<file path="src/rtl/sort_packet_tx_pkg.sv">
// Shared types and helpers for the sorter-side packet transmitter.
// Holds the FSM state enum, default widths and the length clipping function.
package sort_packet_tx_pkg;

  localparam int unsigned AWIDTH_DEF = 3;
  localparam int unsigned DWIDTH_DEF = 8;

  typedef enum logic [1:0] {
    StIdle,
    StWait,
    StSend,
    StGap
  } state_e;

  // Clips a requested length to the buffer depth 2**awidth (awidth up to 15).
  function automatic logic [15:0] clip_len(input logic [15:0] len, input int unsigned awidth);
    logic [15:0] max_len;
    max_len = 16'(1 << awidth);
    return (len > max_len) ? max_len : len;
  endfunction

endpackage

</file>
<file path="src/rtl/sort_packet_tx_ram.sv">
// Simple dual-port packet buffer: one write port, one registered read port.
// No reset; the read register only updates on a read so it holds between packets.
module sort_packet_tx_ram
  import sort_packet_tx_pkg::*;
#(
  parameter int unsigned AWIDTH = AWIDTH_DEF,
  parameter int unsigned DWIDTH = DWIDTH_DEF
) (
  input  logic              clk_i,
  input  logic              wr_en_i,
  input  logic [AWIDTH-1:0] wr_addr_i,
  input  logic [DWIDTH-1:0] wr_data_i,
  input  logic              rd_en_i,
  input  logic [AWIDTH-1:0] rd_addr_i,
  output logic [DWIDTH-1:0] rd_data_o
);

  logic [DWIDTH-1:0] mem_q [2**AWIDTH];
  logic [DWIDTH-1:0] rd_data_q;

  always_ff @(posedge clk_i) begin
    if (wr_en_i) begin
      mem_q[wr_addr_i] <= wr_data_i;
    end
    if (rd_en_i) begin
      rd_data_q <= mem_q[rd_addr_i];
    end
  end

  assign rd_data_o = rd_data_q;

endmodule

</file>
<file path="src/rtl/sort_packet_tx.sv">
// Packet transmitter: host fills a buffer, then a start emits it as one sop/eop/val packet,
// waiting for the sorter to be idle and enforcing a post-packet gap.
module sort_packet_tx
  import sort_packet_tx_pkg::*;
#(
  parameter int unsigned AWIDTH = AWIDTH_DEF,
  parameter int unsigned DWIDTH = DWIDTH_DEF,
  parameter int unsigned GAP    = 2
) (
  input  logic              clk_i,
  input  logic              srst_i,
  input  logic [AWIDTH-1:0] wr_addr_i,
  input  logic [DWIDTH-1:0] wr_data_i,
  input  logic              wr_i,
  input  logic [AWIDTH:0]   len_i,
  input  logic              start_i,
  input  logic              busy_i,
  output logic [DWIDTH-1:0] data_o,
  output logic              sop_o,
  output logic              eop_o,
  output logic              val_o,
  output logic              ready_o
);

  localparam int unsigned LW = AWIDTH + 1;
  localparam logic [AWIDTH:0] LenOne = LW'(1);
  localparam logic [3:0] GapLast = 4'(GAP - 1);

  state_e state_q, state_d;
  logic [AWIDTH:0] len_q, len_d, cnt_q, cnt_d, len_m1;
  logic [3:0] gap_q, gap_d;

  logic              start_ok;
  logic              wr_en;
  logic              rd_en;
  logic              rd_first;
  logic              rd_last;
  logic [AWIDTH-1:0] rd_addr;
  logic [DWIDTH-1:0] rd_data;

  logic val_q, sop_q, eop_q, data_seen_q;

  assign start_ok = start_i && (len_i != '0);
  assign len_m1   = len_q - LenOne;

  always_ff @(posedge clk_i or posedge srst_i) begin
    if (srst_i) begin
      state_q <= StIdle;
      len_q   <= '0;
      cnt_q   <= '0;
      gap_q   <= '0;
    end else begin
      state_q <= state_d;
      len_q   <= len_d;
      cnt_q   <= cnt_d;
      gap_q   <= gap_d;
    end
  end

  always_comb begin
    state_d = state_q;
    len_d   = len_q;
    cnt_d   = cnt_q;
    gap_d   = gap_q;
    unique case (state_q)
      StIdle: begin
        if (start_ok) begin
          state_d = StWait;
          len_d   = LW'(clip_len(16'(len_i), AWIDTH));
        end
      end
      StWait: begin
        if (!busy_i) begin
          cnt_d   = LenOne;
          gap_d   = '0;
          state_d = (len_q == LenOne) ? StGap : StSend;
        end
      end
      StSend: begin
        cnt_d = cnt_q + LenOne;
        if (cnt_q == len_m1) begin
          state_d = StGap;
          gap_d   = '0;
        end
      end
      StGap: begin
        if (gap_q == GapLast) begin
          state_d = StIdle;
          cnt_d   = '0;
        end else begin
          gap_d = gap_q + 4'd1;
        end
      end
    endcase
  end

  always_comb begin
    ready_o  = 1'b0;
    wr_en    = 1'b0;
    rd_en    = 1'b0;
    rd_first = 1'b0;
    rd_last  = 1'b0;
    rd_addr  = '0;
    unique case (state_q)
      StIdle: begin
        ready_o = 1'b1;
        wr_en   = wr_i;
      end
      StWait: begin
        rd_en    = !busy_i;
        rd_first = !busy_i;
        rd_last  = !busy_i && (len_q == LenOne);
      end
      StSend: begin
        rd_en   = 1'b1;
        rd_addr = cnt_q[AWIDTH-1:0];
        rd_last = (cnt_q == len_m1);
      end
      default: ;
    endcase
  end

  sort_packet_tx_ram #(
    .AWIDTH (AWIDTH),
    .DWIDTH (DWIDTH)
  ) u_ram (
    .clk_i     (clk_i),
    .wr_en_i   (wr_en),
    .wr_addr_i (wr_addr_i),
    .wr_data_i (wr_data_i),
    .rd_en_i   (rd_en),
    .rd_addr_i (rd_addr),
    .rd_data_o (rd_data)
  );

  // Flags track the read one cycle behind; the RAM read register is the data stage.
  always_ff @(posedge clk_i or posedge srst_i) begin
    if (srst_i) begin
      val_q       <= 1'b0;
      sop_q       <= 1'b0;
      eop_q       <= 1'b0;
      data_seen_q <= 1'b0;
    end else begin
      val_q <= rd_en;
      sop_q <= rd_first;
      eop_q <= rd_last;
      if (rd_en) begin
        data_seen_q <= 1'b1;
      end
    end
  end

  // The unreset RAM read register is masked to zero until the first read after reset.
  assign data_o = data_seen_q ? rd_data : '0;
  assign val_o  = val_q;
  assign sop_o  = sop_q;
  assign eop_o  = eop_q;

endmodule

</file>
<file path="config.mk">
export PLATFORM = sky130hd
export DESIGN_NAME = sort_packet_tx
export DESIGN_NICKNAME = d
export VERILOG_FILES = /design/src/rtl/sort_packet_tx_pkg.sv /design/src/rtl/sort_packet_tx_ram.sv /design/src/rtl/sort_packet_tx.sv
export SDC_FILE = /design/constraint.sdc
export NUM_CORES = 1
export LEC_CHECK = 0
export ABC_AREA = 1
export CAP_MARGIN = 20
export CORE_ASPECT_RATIO = 1.5
export CORE_UTILIZATION = 50
export CTS_BUF_LIST = sky130_fd_sc_hd__clkbuf_8
export DETAILED_ROUTE_END_ITERATION = 10
export PLACE_DENSITY = 0.74
export SKIP_CTS_REPAIR_TIMING = 1
export SLEW_MARGIN = 0
export SYNTH_ARGS = -nofsm -noshare
export SYNTH_HDL_FRONTEND = slang
export SYNTH_HIERARCHICAL = 1
export SYNTH_SLANG_ARGS = --single-unit
</file>
<file path="constraint.sdc">
create_clock -name clk_i -period 3.2 [get_ports clk_i]
set_input_delay 0.64 -clock clk_i [delete_from_list [all_inputs] [get_ports clk_i]]
set_output_delay 0.64 -clock clk_i [all_outputs]
set_load 0.02 [all_outputs]
</file>
# == Word-level counts from Yosys, hierarchy flattened ==
# Memory sizes are Yosys's and may differ from the RTL's. A register that Yosys moved wholly into a read port is not among the register bits.
# Index checks and enable logic that the tools add are counted.
# totals
inputBits,20
mem_bits_rw,64
wordCells,57
memories,1
out_inout_bits,12
regBits,18
# mem_list
memory,depth,word_bits,read_ports,rd_ports_with_merged_regs,wr,line_no,rtl
u_ram.mem_q,8,8,1,1,1,sort_packet_tx_ram.sv:18,logic [DWIDTH-1:0] mem_q [2**AWIDTH];
# classes
n_mux,23
reduce_logical,10
n_eq_ne,11
magnitude_cmp,1
n_addsub,3
# ops
cell,count
4-bit two-way mux,6
4-bit one-hot mux with 3 select lines,2
"2-bit != test, second input constant",5
"4-bit by 1-bit adder with 4-bit output, second input constant",2
"4-bit by 1-bit equality test with 1-bit output, second input constant",2
2-bit two-way mux,4
8-bit two-way mux,1
2-bit one-hot mux with 4 select lines,1
4-bit AND reduction,2
1-bit two-way mux,6
"2-bit equality test, second input constant",2
4-bit equality test,1
"4-bit greater-than comparator, second input constant",1
1-bit one-hot mux with 2 select lines,2
4-bit nonzero test,1
"4-bit by 1-bit subtractor with 4-bit output, second input constant",1
3-bit two-way mux,1
3-bit AND reduction,1
3-bit nonzero test,1
"2-bit by 1-bit equality test with 1-bit output, second input constant",1
1-bit logical AND,2
2-bit logical NOT,1
2-bit AND reduction,1
1-bit logical NOT,1

# == Depth between registers and ports, before layout ==
# Gate-level depths: netlist of the first run.
# logic_depth
depth_word,4
ltp_mapped,13
ltp_nobuf,12

# == Hierarchy ==
# The synthesis of the first run kept the hierarchy.
# by_module_without_submodules
module,seq_area_each_um2,n_inst,area_per_inst_um2,cells_per_inst
sort_packet_tx_ram,2162.1,1,3130.5,303
sort_packet_tx,450.4,1,1229.9,171

# == Worst setup path after synthesis of the first run ==
# Ideal clock, no wire load.
# synth_timing
path_kind,register -> register
startpoint,reg state_q[0]
endpoint,mem u_ram/mem_q[1][0] (netlist name) (enable)
n_path_buf,0
required_time_ns,2.830
slack_ns,1.383
setup_ns,0.370
synth_period_minus_slack_ns,1.817
t_arrival_ns,1.446
path_stages_with_launch,7
cell_sequence,dfrtp_1 > inv_1 > ha_1 > nand2_1 > inv_1 > nand2_1 > nor2_1
# synth_via
elab_chain_len,4
# synth_rtl
item,line_no,rtl
"start, declared",sort_packet_tx.sv:29,"state_e state_q, state_d;"
"start signal, assigned",sort_packet_tx.sv:48,state_q <= StIdle;
"start signal, assigned",sort_packet_tx.sv:53,state_q <= state_d;
2-bit logical NOT,sort_packet_tx.sv:104,unique case (state_q)
1-bit two-way mux,sort_packet_tx.sv:104,
net wr_en,sort_packet_tx.sv:34,logic wr_en;
1-bit two-way mux,sort_packet_tx_ram.sv:22,if (wr_en_i) begin
1-bit two-way mux (not written as such),sort_packet_tx_ram.sv:23,mem_q[wr_addr_i] <= wr_data_i;
"end, declared",sort_packet_tx_ram.sv:18,
# The timed path passes the listed nets, and every way through them passes these cells.

# == Worst setup path after layout of the first run ==
# layout_timing
startpoint,reg state_q[0]
endpoint,out ready_o
# layout_via
elab_chain_len,2
# layout_rtl
item,line_no,rtl
2-bit logical NOT,sort_packet_tx.sv:104,
1-bit two-way mux,sort_packet_tx.sv:104,
"end, declared",sort_packet_tx.sv:22,output logic ready_o
# Every way passes these cells.

==> results of run 1 <==
## worst max-delay path, cell delays in order (launching register included)
cell and delay, ps:
dfrtp_1 440, inv_1 120, ha_1 250, clkdlybuf4s50_1 630
## cells in the final DEF, fill, tap and decap left out
cell type / n
o21a_1: 1
xor2_1: 2
inv_6: 1
o22ai_1: 3
buf_4: 4
ha_1: 9
nand2_2: 3
clkinv_2: 1
o21ai_1: 6
or2_1: 1
clkdlybuf4s50_1: 31
nor3_1: 1
inv_4: 1
nand3_1: 46
a21oi_1: 2
clkbuf_8: 10
clkinv_1: 1
a21oi_2: 1
o21ai_0: 2
nand2_1: 160
dfrtp_1: 18
nand3_2: 2
bufinv_16: 2
nand2_4: 2
inv_2: 6
inv_1: 101
o211ai_1: 2
nor2_1: 18
edfxtp_1: 72
nor3b_2: 1
nor2_2: 2
## sequential cells by signal, indices dropped and copies added, names as in the netlist
name and flops:
eop_o 1, u_ram/rd_data_o 8, sop_o 1, gap_q 4
data_seen_q 1, val_o 1, u_ram/mem_q 64, cnt_q 4
state_q 2, len_q 4
## through the flow
stage / util (%) / instance area (sq um)
after floorplan: - / 4360
after global placement: 56.1 / 4720
after detailed placement: 56.1 / 4720
after CTS: 58.7 / 4940
after global routing: 58.7 / 4940
final: 58.7 / 4940
## how the worst max path moves through the flow
stage	startpoint	endpoint	slack, ps
after CTS	state_q[0]	ready_o	740
after global routing	state_q[0]	ready_o	680
after detailed placement	wr_i	u_ram/mem_q[0][5]	880
after floorplan	state_q[0]	u_ram/mem_q[1][0]	1380
final	state_q[0]	ready_o	760
after global placement	wr_i	u_ram/mem_q[0][0]	910
## logic make-up after synthesis
group | Yosys count | share of synthesized area (%)
simple gates | 236 | 22.8
buf+inv | 120 | 12.0
flops | 90 | 59.9
compound gates | 17 | 2.30
fa+ha+maj | 9 | 2.58
xor+xnor | 2 | 0.402
## per-layer routing
metal | wire, um | share of wire [%] | GRT usage (%)
met1 | 3300 | 39 | 21.5
met2 | 4620 | 54 | 37.9
met3 | 286 | 3.4 | 3.91
met4 | 283 | 3.3 | 13.1
met5 | 0 | 0 | 0
## final cells by class
| class | instances | area (sq um) | share of cell area, % |
|---|---|---|---|
| repair buffers | 35 | 340 | 6.89 |
| clock buffers | 10 | 138 | 2.79 |
| multi-input cells | 264 | 1230 | 24.8 |
| clock inverters | 6 | 81.3 | 1.65 |
| well taps | 107 | 134 | 2.71 |
| inverters | 107 | 404 | 8.19 |
| flip-flops and latches | 90 | 2610 | 52.9 |
## report_power, final
group          switching [mW]  internal (mW)
clock                   0.381          0.457
sequential             0.0903           1.43
combinational           0.864          0.469
total                    1.33           2.36
==> impl_results.md, run 1 <==
- Fill cell count: 763
- Final number of hold-violating endpoints: 0
- Reg2reg setup slack: between 800 and 900 ps
- Arr. time, crit path: 1800 ps
- Synth unique cells: 30
- Synth top cells by count: 160 x nand2_1, 99 x inv_1, 72 x edfxtp_1
- Place WS: 881 ps
- Total power: 3.69 mW
- WS Path Type: flip-flop to output port
- Sequential share of the synthesized area: between 50% and 60%
- First-pass GRT wire length: between 10000 and 15000 um
- Layout cell share with drive strength beyond 1: approximately 7.0%
- Clock slew at reported path FFs: around 90 ps
- Predominant post-synthesis flop cell: edfxtp_1
- Clock skew: 11.7 ps
- Starting Density: 51.8%
- Worst reg2reg endpoint: u_ram/rd_data_o[6]
- GP Congestion: 0.824
- Clock Path Buffers: 2
- Syn Inst Count: 474
- EDFF count, synth: 72
- Nets: between 500 and 600
- Largest net degree at the start of global routing: 33
- Crit. End Element: output port
- Layout area overhead: 13.2%
- Yosys reg bits: 90
- Max Cap Viol: 0
- RR Startpoint: state_q[0]
- Post-DRT Antenna Nets: 0
- Worst Reg2Reg Path Length in Cells: 11
- Max-slew violations: 0
- Vias in the first global route: 2996
- DR iter-0 viols: 196
- DR pass1 iterations: 5
- Mapped Area: between 4000 and 5000 sq um
- # rows: 41
- H-tree level count: 3
- Initial antenna violation count: 0
- Most common cell in the netlist: nand2_1
- Input/output buffers: 31
- Root buf cell: clkbuf_8
- Core ar.: between 8000 and 9000 sq um
- GR Util All Layers: 20.6%
- Clock Latency Late Sink: ~350 ps
- Async set-reset flop share out of synthesis: 20.0%
- Hold depth: 1
- Finished Layout Cells: 619
- Vias per cell: 4.93
- Syn avg cell area: 9.20 sq um
- Post-DP HPWL: 6320 um
- WL per Instance: 13.7 um
- Placed Instances: 603
- CP required: 2560 ps
- IO Count: 32
- Ys Warns: 6
- CTS buffer count: 9
- Top cell type's share of synthesized area: 49.6%
- Synth area leader: edfxtp_1
- Residual DRC: 0
- Worst hold slack: between 500 and 600 ps
- Sum Neg Setup Slack: 0 ps
- Min Tclk post-route: 2440 ps
- Syn_nets: 503
- Unrepaired setup endpoints after global routing: false
- Synth top area cells: edfxtp_1 50%, nand2_1 14%, dfrtp_1 10%
- Die X: 78.3 um
- Hold path endpoint: len_q[3]
- Drt total wl: around 8500 um
- # clock sinks: 90
- Leakage power: 2.35 nW
- Slew headroom: 45.0%
- Worst slew pin tran: 824 ps
- Hold_sp: len_q[3]
- Chip Height: 116 um
- PnR worst setup slack: 757 ps
- ANT cells: 0
- Final setup viols: 0
- Pwr dens: 748 nW/um^2
- Worst vdd ir: 0.445 mV
- Grt ovf: 0
- Die area: approximately 9100 sq um
- Fmax: 0.409 GHz
- Hold WC Path Type: flip-flop to flip-flop
- CTS tree: built
- CP Launch Type: flip-flop
- Outcome: complete, no violations
- Vias: 3049
- Fin crit share: 76.4%
- CP Max Fanout: 6
Note: power is estimated with default switching activity, not from simulation.
==> inputs of run 2 (changes only) <==
clock period = 2.4 ns   (was 3.2 ns; I/O delays follow)
==> run 2 against run 1 <==
Effect of this change:
- wire length decreased by 6.0%
- clock power is 35% higher
- count of clock-buffer cells in the layout unchanged
- sequential power rose by 34%
- total power rose by 34%
- hold slack got worse by 88 ps
- critical path type unchanged
- largest cell class unchanged
==> impl_results.md, run 2 (synthesized netlist as in run 1, its figures left out) <==
- CTS buffer count: 9
- Layout area overhead: 15.1%
- Nets: 546
- Starting Density: 51.8%
- Largest net degree at the start of global routing: 33
- ANT cells: 0
- Max reg flops: 64
- CP bufs+invs: 2
- Clock skew: roughly 11 ps
- Crit path max-delay family: buffers and inverters
- First-pass GRT wire length: 13200 um
- Slowest CP cell: clkdlybuf4s50_1
- Core ar.: 8410 sq um
- Worst Reg2Reg Path Length in Cells: 10
- IO Count: 32
- RR Startpoint: state_q[0]
- Max-slew violations: 0
- # clock sinks: 90
- Clock Path Buffers: 2
- Worst vdd ir: ~0.87 mV
- Critical Path Max Stage Delay: 630 ps
- Final number of hold-violating endpoints: 0
- Post-DP HPWL: roughly 5600 um
- Arr. time, crit path: approximately 1800 ps
- DR pass1 iterations: 4
- DR iter-0 viols: 141
- Vias per cell: 4.80
- Place WS: about 520 ps
- Most frequent cells in the layout: 160 x nand2_1, 99 x inv_1, 72 x edfxtp_1
- Clock Latency Late Sink: 360 ps
- CTS tree: built
- Vias: a little over 3000
- Min Tclk post-route: between 2000 and 2500 ps
- H-tree level count: 3
- Reg with most FFs: u_ram/mem_q
- Fin crit share: 93.7%
- Grt ovf: 0
- Root buf cell: clkbuf_8
- Residual DRC: 0
- Worst path depth: 3
- Die X: 78.3 um
- Final setup viols: 0
- Clock slew at reported path FFs: 90 ps
- Total power: 4.95 mW
- CP Max Fanout: 6
- WL per Instance: about 13 um
- Critical-path cell list: inv_1 > ha_1 > clkdlybuf4s50_1
- Fmax: 0.444 GHz
- Commonest non-fill, non-tap cell in the layout: nand2_1
- Worst slew pin tran: 339 ps
- Chip Height: between 100 and 150 um
- Hold WC Path Type: input pin to asynchronous set/reset pin
- # rows: 41
- GP Congestion: 0.824
- Crit. End Element: output port
- Vias in the first global route: between 2000 and 3000
- Drt total wl: 7990 um
- PnR worst setup slack: 150 ps
- Crit. Startpoint: state_q[0]
- Slew headroom: 77.3%
- Pwr dens: 986 nW/um^2
- CP required: between 1500 and 2000 ps
- CP Launch Type: flip-flop
- Die area: between 9000 and 10000 sq um
- Sum Neg Setup Slack: 0 ps
- Max Cap Viol: 0
- Leakage power: around 2.4 nW
- Outcome: complete, no violations
- Post-DRT Antenna Nets: 0
- Layout cell share with drive strength beyond 1: 9.20%
- GR Util All Layers: about a fifth
- Initial antenna violation count: 0
- Input/output buffers: 31
- WS Path Type: flip-flop to output port
- Unrepaired setup endpoints after global routing: false
-- run 2: cell count changes in the layout (fill, tap and decap cells not counted), sizes merged --
cell and change:
buf +10, clkinvlp +2, inv -2
-- run 2: power breakdown --
part	switching (mW)	internal (mW)	total, mW	leakage [nW]
Sequential	0.119	1.91	2.03	0.883
Clock	0.512	0.616	1.13	0.109
Combinational	1.16	0.636	1.79	1.41
-- run 2: layer usage --
metal	GRT usage, %	vias to the layer above	part of all wire [%]
li1	-	1546	-
met1	20.4	1386	39
met2	37.3	70	55
met3	3.20	16	2.9
met4	10.7	0	2.8
met5	0	-	0
-- run 2: worst paths after layout --
| check | to | slack [ps] |
|---|---|---|
| max | ready_o | 150 |
| min | val_o | 440 |
| max reg2reg | u_ram/rd_data_o[4] | 580 |
| min reg2reg | len_q[3] | 520 |
| max in group asynchronous | gap_q[1] | 1740 |
| min in group clk_i | len_q[3] | 520 |
-- run 2: layout make-up --
cell class / count / area, sq um
multi-input cells: 264 / 1230
clock inverters: 6 / 88.8
fillers: 723 / 3390
clock buffers: 10 / 138
repair buffers: 45 / 415
flip-flops and latches: 90 / 2610
well taps: 107 / 134
inverters: 107 / 404
-- run 2: through the flow --
step	hold WS [ps]	instances	instance area [sq um]	utilization (%)
after floorplan	419	474	4360	-
after global placement	498	613	4790	57.0
after detailed placement	508	613	4790	57.0
after CTS	444	629	5020	59.7
after global routing	476	629	5020	59.7
final	439	629	5020	59.7
-- run 2: worst min-delay path, delay by kind of cell --
kind | cells | cell delay (ps)
buffers and inverters | 3 | 710
